## config.mk

```make
export PLATFORM = sky130hd
export DESIGN_NAME = data_mem_arbiter
export DESIGN_NICKNAME = d
export VERILOG_FILES = /design/src/rtl/data_mem_arbiter.sv
export SDC_FILE = /design/constraint.sdc
export NUM_CORES = 1
export LEC_CHECK = 0
export BUFFER_PORTS_ARGS = -buffer_cell sky130_fd_sc_hd__buf_2
export CAP_MARGIN = 20
export CELL_PAD_IN_SITES_DETAIL_PLACEMENT = 2
export CELL_PAD_IN_SITES_GLOBAL_PLACEMENT = 2
export CORE_UTILIZATION = 15
export DETAILED_ROUTE_END_ITERATION = 6
export HOLD_SLACK_MARGIN = 0.05
export PLACE_DENSITY_LB_ADDON = 0.05
export RECOVER_POWER = 100
export SETUP_SLACK_MARGIN = 0.2
export SLEW_MARGIN = 10
export SYNTH_ARGS = -nofsm -noshare
export SYNTH_HDL_FRONTEND = slang
export SYNTH_SLANG_ARGS = --single-unit
```

## constraint.sdc

```tcl
create_clock -name clk -period 2.6 [get_ports clk]
set_clock_uncertainty 0.1 [all_clocks]
set_input_delay 0.39 -clock clk [delete_from_list [all_inputs] [get_ports clk]]
set_output_delay 0.39 -clock clk [all_outputs]
set_load 0.03 [all_outputs]
```

## src/rtl/data_mem_arbiter.sv

```systemverilog
// Data RAM arbiter between the ME-stage CPU port (default winner) and the serial
// debug/loader port, with a starvation counter that forces a debug grant.
module data_mem_arbiter #(
  parameter int WIDTH    = 32,
  parameter int MAX_WAIT = 8,
  parameter int CNTW     = 4
) (
  input  logic             clk,
  input  logic             reset,
  input  logic             cpu_req,
  input  logic             cpu_we,
  input  logic [WIDTH-1:0] cpu_addr,
  input  logic [WIDTH-1:0] cpu_wd,
  output logic [WIDTH-1:0] cpu_rdata,
  output logic             cpu_stall,
  input  logic             dbg_req,
  input  logic             dbg_we,
  input  logic [WIDTH-1:0] dbg_addr,
  input  logic [WIDTH-1:0] dbg_wd,
  output logic             dbg_ack,
  output logic [WIDTH-1:0] dbg_rdata,
  output logic             mem_we,
  output logic [WIDTH-1:0] mem_addr,
  output logic [WIDTH-1:0] mem_wd,
  input  logic [WIDTH-1:0] mem_rdata
);

  typedef enum logic [0:0] {
    IDLE    = 1'b0,
    DBG_ACK = 1'b1
  } state_t;

  localparam logic [CNTW-1:0] MAX_WAIT_C = CNTW'(MAX_WAIT);
  localparam logic [CNTW-1:0] ONE_C      = CNTW'(1);
  localparam logic [CNTW-1:0] ZERO_C     = CNTW'(0);

  state_t           state_q, state_d;
  logic [CNTW-1:0]  wait_cnt_q, wait_cnt_d;
  logic             dbg_ack_q, dbg_ack_d;
  logic [WIDTH-1:0] dbg_rdata_q, dbg_rdata_d;
  logic             dbg_grant_s;
  logic             cpu_grant_s;
  logic             wait_full_s;

  assign wait_full_s = (wait_cnt_q == MAX_WAIT_C);

  // Grant decision; reset suppresses both grants so no RAM write or stall escapes.
  always_comb begin
    dbg_grant_s = 1'b0;
    cpu_grant_s = 1'b0;
    if (reset) begin
      dbg_grant_s = 1'b0;
      cpu_grant_s = 1'b0;
    end else begin
      if ((state_q == IDLE) && dbg_req && (!cpu_req || wait_full_s)) begin
        dbg_grant_s = 1'b1;
      end else begin
        dbg_grant_s = 1'b0;
      end
      cpu_grant_s = cpu_req & ~dbg_grant_s;
    end
  end

  // RAM port mux and pipeline stall.
  always_comb begin
    mem_addr  = cpu_addr;
    mem_wd    = cpu_wd;
    mem_we    = 1'b0;
    cpu_stall = 1'b0;
    if (dbg_grant_s) begin
      mem_addr  = dbg_addr;
      mem_wd    = dbg_wd;
      mem_we    = dbg_we;
      cpu_stall = cpu_req;
    end else begin
      mem_addr  = cpu_addr;
      mem_wd    = cpu_wd;
      mem_we    = cpu_grant_s & cpu_we;
      cpu_stall = 1'b0;
    end
  end

  // Next-state logic: ack follows a grant by one cycle, wait counter tracks losses.
  always_comb begin
    state_d     = IDLE;
    wait_cnt_d  = ZERO_C;
    dbg_ack_d   = dbg_grant_s;
    dbg_rdata_d = dbg_rdata_q;
    if (dbg_grant_s) begin
      dbg_rdata_d = mem_rdata;
    end else begin
      dbg_rdata_d = dbg_rdata_q;
    end
    case (state_q)
      IDLE: begin
        if (dbg_grant_s) begin
          state_d    = DBG_ACK;
          wait_cnt_d = ZERO_C;
        end else if (dbg_req) begin
          state_d    = IDLE;
          wait_cnt_d = wait_full_s ? wait_cnt_q : (wait_cnt_q + ONE_C);
        end else begin
          state_d    = IDLE;
          wait_cnt_d = ZERO_C;
        end
      end
      DBG_ACK: begin
        state_d    = IDLE;
        wait_cnt_d = ZERO_C;
      end
      default: begin
        state_d    = IDLE;
        wait_cnt_d = ZERO_C;
      end
    endcase
  end

  // State registers with synchronous reset.
  always_ff @(posedge clk) begin
    if (reset) begin
      state_q     <= IDLE;
      wait_cnt_q  <= ZERO_C;
      dbg_ack_q   <= 1'b0;
      dbg_rdata_q <= '0;
    end else begin
      state_q     <= state_d;
      wait_cnt_q  <= wait_cnt_d;
      dbg_ack_q   <= dbg_ack_d;
      dbg_rdata_q <= dbg_rdata_d;
    end
  end

  // A reset in the ack cycle drops the pending ack immediately.
  assign dbg_ack   = dbg_ack_q & ~reset;
  assign dbg_rdata = dbg_rdata_q;
  assign cpu_rdata = mem_rdata;

  data_mem_arbiter_chk u_chk (
    .clk       (clk),
    .reset     (reset),
    .dbg_req   (dbg_req),
    .cpu_stall (cpu_stall),
    .dbg_ack   (dbg_ack),
    .mem_we    (mem_we)
  );

endmodule

// Protocol properties of the arbiter outputs.
module data_mem_arbiter_chk (
  input logic clk,
  input logic reset,
  input logic dbg_req,
  input logic cpu_stall,
  input logic dbg_ack,
  input logic mem_we
);

  a_ack_single: assert property (@(posedge clk) disable iff (reset) dbg_ack |=> !dbg_ack);
  a_stall_dbg:  assert property (@(posedge clk) cpu_stall |-> dbg_req);
  a_reset_quiet: assert property (@(posedge clk) reset |-> (!mem_we && !cpu_stall && !dbg_ack));

endmodule

```

======== After elaboration in Yosys (flattened, before gate mapping) ========
Cells that the tools add are included.
word-level totals
  logic and storage cells ................. 31
  bits in registers ....................... 38
operators by class
  reduce and logical (&&, ||, !) cells .... 4
  eq/ne operators ......................... 2
  multiplexer cells ....................... 14
  bitwise logic cells ..................... 6
  add/subtract/negate cells ............... 1
operator list
  kind                                          number
  2-to-1 mux 32 bit                             2
  2-to-1 mux 4 bit                              3
  case mux 4 bit (2 select lines)               1
  2-to-1 mux 1 bit                              7
  adder 4 x 1 -> 4 bit (second input constant)  1
  == test 4 bit (second input constant)         1
  != test 4 bit (second input constant)         1
  AND 1 bit                                     3
  inverter 1 bit                                3
  logical AND 1 bit                             2
  case mux 1 bit (2 select lines)               1
  zero test 1 bit                               1
  logical OR 1 bit                              1

======== Longest topological paths before layout ========
Gate-level depths: netlist of run 1.
  depth after elaboration ................. 10
  mapped depth ............................ 7
  gate-level depth less buffers ........... 5

======== Worst setup path after synthesis of run 1 ========
OpenSTA, ideal clock, no wires.
  kind .................................... input-to-output
  from .................................... input port reset
  to ...................................... output port mem_addr[19]
  arrival ................................. 1.778 ns
  required time ........................... 2.110 ns
  stages on the path ...................... 5
  setup slack ............................. 0.332 ns
  buffers on the path ..................... 2
  cell sequence ........................... or3b_1 -> buf_2 -> a21oi_4 -> buf_4 -> mux2_2
on the way
  cells in the longest elaborated chain, start to end .. 2
ends and longest elaborated chain
  item               RTL line  RTL
  start, declared    9         input logic reset,
  2-to-1 mux 1 bit   51        if (reset) begin
  2-to-1 mux 32 bit  70        if (dbg_grant_s) begin
  end, declared      23        output logic [WIDTH-1:0] mem_addr,
Every way passes these cells.

======== Final worst setup path of run 1 ========
  from .................................... register wait_cnt_q[1]
  to ...................................... output port mem_wd[26]
on the way
  cells in the longest elaborated chain, start to end .. 7
ends and longest elaborated chain
  item                           RTL line  RTL
  start, declared                38        logic [CNTW-1:0] wait_cnt_q, wait_cnt_d;
  start signal, assigned         127       wait_cnt_q <= wait_cnt_d;
  == test 4 bit                  45        assign wait_full_s = (wait_cnt_q == MAX_WAIT_C);
  logical OR 1 bit               55        if ((state_q == IDLE) && dbg_req && (!cpu_req || wait_full_s)) begin
  logical AND 1 bit              55
  2-to-1 mux 1 bit               55
  2-to-1 mux 1 bit (2 in a row)  51
  2-to-1 mux 32 bit              70
  end, declared                  24        output logic [WIDTH-1:0] mem_wd,
Every way passes these cells. The select of a mux whose other input is x is not followed.

==> run metrics, run 1 <==
worst-margin pin slew=0.498 ns; Layout area overhead=103%; vias in the first global route=3122; clock sinks=38; placed cell count=647; grt total ovfl=0; final non-filler cell total=679; Via Count=2844; die height=126 um; vias per inst=4.19; DRT Wirelength=13500 um; PnR Total Power=2.13 mW; register area share after synthesis=0.330; die span in x=126 um; Max Root-Sink Buffers=2; setup TNS=0 ns; Root Buffer=clkbuf_16; largest net degree at the start of global routing=33; Synth Flop Type=dfxtp_1; Mapped Cells=207; Syn Area/Cell=11.1 sq um; RSZ-0062 raised after global routing=true; WP data required=2.11 ns; DRT iter0 DRCs=52; Final min period=2.52 ns; CTS tree=yes; gpl congestion=0.760; insertion delay to the later sink of the worst-skew pair=0.28 ns; Layout Nets=661; fin crit share=0.971; synthesized flop and latch total=38; count of cell types in the netlist=26; Post-Layout Inst Area=4680 sq um; area share of the leading cell type in the synthesized netlist=0.330; Synth async-reset ratio=0; CTS H-tree lvls=2; DRC=0; initial antenna violation count=3; Gate power share=0.414; Worst Setup End Kind=primary output; Util after Layout=0.317; Leak=2.31 nW; Area contributors post-synth=dfxtp_1, mux2_2, a22o_1; critical path, cell by cell=inv_2 > ha_4 > nand3b_1 > a21oi_4 > buf_6 > buf_12 > buf_16 > mux2_4 > buf_4; layout cells sized above 1=0.686; Max-Cap Viols=0; Worst slew margin=0.668; clk slew on worst S/H paths=0.06 ns; Tot GR Track Use=0.155; Final Max Slew Viols=0; slowest CP cell=dfxtp_2; Net Sw Frac=0.347; first-pass GRT wire length=18500 um; Critical Path Max Stage Delay=0.32 ns; sequential power share=0.296; Max IR drop VDD=0.000214 V; total of warnings raised by yosys=0; IO Pins=297; WP data arrival=2.03 ns; syn nets=375; status=completed; Pwr Density=455 nW/um^2; Initial Util=0.156; DRT antenna net count=0; Startpoint Class=register; die area=15900 sq um; clock group share of total power=0.291; Final HPWL DP=10000 um; CTS Buf Count=5; fmax=396 MHz; FILL cells=1707; most frequent cell after synthesis=mux2_2; row count=44; post-place instance area=3720 sq um; net switching power=740 uW; wire length per cell=19.9 um; Synth Cell Area=2310 sq um; Synth top cells by count=mux2_2, dfxtp_1, buf_4; CP delay by family, top=buffers and inverters; Pint=1.39 mW; 1st-pass router iterations=3; Post-synth EDFFs=0; WP buf/inv=5; Hold Path Class=input port to register; post-synth top area cell=dfxtp_1; Final setup violation count=0; Port Buffers=296; CP Max Fanout=8; Hold Vio Cnt, Final=0; core area=14800 sq um; Worst Setup Path Type=register to primary output
## power groups by stage
stage	Sequential, mW	Combinational [mW]	Clock [mW]
after floorplan	0.698	0.401	0
after global placement	0.641	0.714	0
after detailed placement	0.641	0.719	0
after CTS	0.630	0.831	0.645
after global routing	0.634	0.926	0.675
final	0.630	0.882	0.620
## cell families (layout without fill, tap and decap cells)
| kind of cell | count (synthesis) | in the layout | share of synthesized area |
|---|---|---|---|
| mux | 64 | 64 | 0.313 |
| buf+inv | 50 | 337 | 0.162 |
| flops | 38 | 38 | 0.330 |
| compound gates | 37 | 37 | 0.141 |
| simple gates | 14 | 14 | 0.0358 |
| fa+ha+maj | 2 | 2 | 0.0109 |
| xor+xnor | 2 | 2 | 0.00760 |
| other cells | 0 | 1 | 0 |
## stage by stage
step / worst slack, ns / hold slack (ns)
2_1_floorplan: 0.332 / 0.354
3_3_place_gp: 0.0441 / 0.351
3_5_place_dp: 0.0216 / 0.354
4_1_cts: 0.0604 / 0.236
5_1_grt: 0.00763 / 0.243
6_report: 0.0751 / 0.244
## worst paths after layout
kind / start / end / slack [ns] / cells past startpoint
worst max-delay path: wait_cnt_q[1] / mem_wd[26] / 0.08 / 9
worst min-delay path: mem_rdata[13] / dbg_rdata[13] / 0.24 / 2
worst max register to register: wait_cnt_q[1] / dbg_rdata[25] / 0.45 / 11
worst min register to register: dbg_rdata[31] / dbg_rdata[31] / 0.37 / 1
## area by class of cell
cell class	instances	area [sq um]	share of cell area
well taps	184	230	0.0492
clock buffers	6	139	0.0297
flip-flops and latches	38	762	0.163
inverters	4	15.0	0.00321
clock inverters	2	12.5	0.00267
diodes	1	2.50	0.000534
repair buffers	325	2090	0.445
multi-input cells	119	1440	0.307
## repair_timing
item	4_1_cts	5_1_grt
gates cloned	5	3
pin swaps	2	2
endpoints found under the setup margin	65	65
buffers inserted	9	6
resized for setup	110	131
hold buffers	0	0
## cell usage in the layout (no fill, tap or decap), drive strengths merged, types with 2 or more instances in the layout
cell type / instances
nor3: 4
nor2b: 2
a21oi: 2
nand2: 2
inv: 4
buf: 248
mux2: 64
dfxtp: 38
ha: 2
clkbuf: 83
a22o: 32
## worst reg2reg max path, delay by kind of cell, from the launching register on
kind,cells,cell delay [ns]
buffers and inverters,7,0.98
AOI/OAI and AO/OA,2,0.40
and+or+nand+nor,1,0.14
DFF,1,0.32
adders and majority gates,1,0.13
## state kept, by name, summed over array words and instances (netlist names)
name and cells:
dbg_ack_q 1, dbg_rdata 32, state_q 1, wait_cnt_q 4
## metal layers
layer / track usage / wire length (um) / vias up
li1: - / - / 1298
met1: 0.147 / 4650 / 1375
met5: 0 / 17 / -
met2: 0.314 / 7480 / 157
met3: 0.0535 / 1180 / 12
met4: 0.0333 / 155 / 2
Note: power is estimated with default switching activity, not from simulation.
==> inputs of run 2 (changes only) <==
==> constraint.sdc (replaced) <==
create_clock -name clk -period 2.7 [get_ports clk]
set_clock_uncertainty 0.1 [all_clocks]
set_input_delay 0.405 -clock clk [delete_from_list [all_inputs] [get_ports clk]]
set_output_delay 0.405 -clock clk [all_outputs]
set_load 0.03 [all_outputs]
==> run 2 against run 1 <==
  * Routed wire length is 7.0% lower
  * Final area is 5.5% lower
  * Non-clock buffer count is 2 lower
  * Sequential cell count stayed put
  * Clock-buffer cell count stayed put
  * Combinational power is 12% lower
  * Clock power is 27% higher
  * Die area stayed put
  * Via count is 1.5% lower
  * Critical path depth stayed put
  * Setup slack better by 0.015 ns
  * Largest cell class unchanged
==> run metrics, run 2 (synthesis gave the netlist of run 1 again) <==
fmax=383 MHz; grt total ovfl=0 (unchanged); sequential power share=0.280 (-0.016); Hold Path Class=input port to register; Tot GR Track Use=0.148 (-0.00681); Worst Setup End Kind=primary output; worst-margin pin slew=0.629 ns (+0.132 ns); hold_buf cts=0 (unchanged); CTS Buf Count=5 (unchanged); Port Buffers=296 (unchanged); layout cells sized above 1=0.665 (-0.0216); Pwr Density=490 nW/um^2 (+7.7%); Startpoint Class=register; gpl congestion=0.756 (-0.57%); row count=44 (unchanged); Final min period=2.61 ns; worst reg2reg startpoint=wait_cnt_q[0]; clock group share of total power=0.363 (+0.072); setup ws final=0.0899 ns (+0.0148 ns); IO Pins=297 (unchanged); Pint=1.47 mW (+5.8%); Final HPWL DP=10000 um (about the same); die span in x=126 um (unchanged); net switching power=698 uW (-5.7%); Final Max Slew Viols=0 (unchanged); 1st-pass router iterations=3 (unchanged); CP Max Fanout=7 (-1); Worst slew margin=0.580 (-0.0878); die area=15900 sq um (unchanged); die height=126 um (unchanged); DRC=0 (unchanged); wire length per cell=18.5 um (-6.7%); first-pass GRT wire length=18000 um (-2.7%); insertion delay to the later sink of the worst-skew pair=0.27 ns (about the same); Hold Vio Cnt, Final=0 (unchanged); CTS H-tree lvls=2 (unchanged); hold_sp=mem_rdata[13]; RSZ-0062 raised after global routing=true; WP data arrival=2.11 ns (+0.08 ns); Layout Nets=659 (-0.30%); Post-Layout Inst Area=4430 sq um (-5.5%); Max Root-Sink Buffers=2 (unchanged); fin crit share=0.967; vias per inst=4.14 (-1.2%); Via Count=2801 (-1.5%); vias in the first global route=3159 (+1.2%); clock sinks=38 (unchanged); Setup crit start=wait_cnt_q[0]; Largest register FFs=32 (unchanged); Max-Cap Viols=0 (unchanged); DRT antenna net count=0 (unchanged); most common cell after layout, fill and taps aside=buf_2; dpl ws=0.128 ns (+0.106 ns); core area=14800 sq um (unchanged); most frequent cells in the layout=buf_2, clkbuf_1, dfxtp_1; Max IR drop VDD=0.000187 V (-12%); Initial Util=0.156 (unchanged); Root Buffer=clkbuf_16; Net Sw Frac=0.322 (-0.0256); Gate power share=0.357 (-0.057); Final setup violation count=0 (unchanged); clk slew on worst S/H paths=0.06 ns (about the same); Layout area overhead=91.9%; DRT iter0 DRCs=48 (-7.7%); status=completed; setup TNS=0 ns (unchanged); CTS tree=yes; Leak=2.15 nW (-6.9%); post-place instance area=3780 sq um (+1.6%); DRT Wirelength=12500 um (-7.0%); Worst Setup Path Type=register to primary output; largest net degree at the start of global routing=33 (unchanged); initial antenna violation count=1 (-2); WP data required=2.19 ns (+0.08 ns)
[run 2: power by group through the flow]
stage	Combinational, mW	Sequential [mW]	Clock [mW]
floorplan	0.386	0.672	0
global placement	0.694	0.617	0
detailed placement	0.699	0.618	0
CTS	0.780	0.606	0.813
global route	0.819	0.610	0.838
finish	0.775	0.607	0.787
[run 2: timing repair]
item                       CTS  global route
gates cloned                 3             2
resized for setup           82            64
setup endpoints to repair   64            64
buffers inserted             7             6
pin swaps                    2             1
[run 2: path summary, 6_finish.rpt]
| path | to | depth (start not counted) | slack [ns] |
|---|---|---|---|
| worst min register to register | dbg_rdata[15] | 1 | 0.37 |
| worst min-delay path | dbg_rdata[13] | 2 | 0.26 |
| worst max register to register | dbg_rdata[14] | 9 | 0.55 |
| worst max-delay path | mem_wd[4] | 9 | 0.09 |
[run 2: final cells by class]
class                      count  area, sq um
timing repair buffer         323         1890
clock buffer                   6          139
antenna                        1         2.50
tap                          184          230
sequential                    38          762
inverter                       4         15.0
fill                        1739        10300
clock inverter                 2         60.1
multi-input combinational    119         1330
[run 2: stage by stage]
stage	std cells	hold WS, ns	power [mW]	utilization
2_1_floorplan	207	0.354	1.06	-
3_3_place_gp	650	0.351	1.31	0.256
3_5_place_dp	650	0.353	1.32	0.256
4_1_cts	668	0.248	2.20	0.298
5_1_grt	677	0.259	2.27	0.300
6_report	677	0.258	2.17	0.300
[run 2: worst max-delay path, cell delays in order, from the launching register on]
cell and delay, ns:
dfxtp_1 0.33, inv_2 0.07, ha_4 0.12, nand3b_1 0.16, a21oi_4 0.23, buf_12 0.14, buf_12 0.12, buf_16 0.13
mux2_1 0.37, buf_6 0.16
[run 2: per-layer routing]
layer / up-vias / track usage / share of wire / routed length, um
li1: 1294 / - / - / -
met1: 1351 / 0.142 / 0.35 / 4380
met2: 150 / 0.294 / 0.55 / 6880
met3: 6 / 0.0544 / 0.093 / 1170
met4: 0 / 0.0326 / 0.0084 / 105
met5: - / 0 / 0 / 0
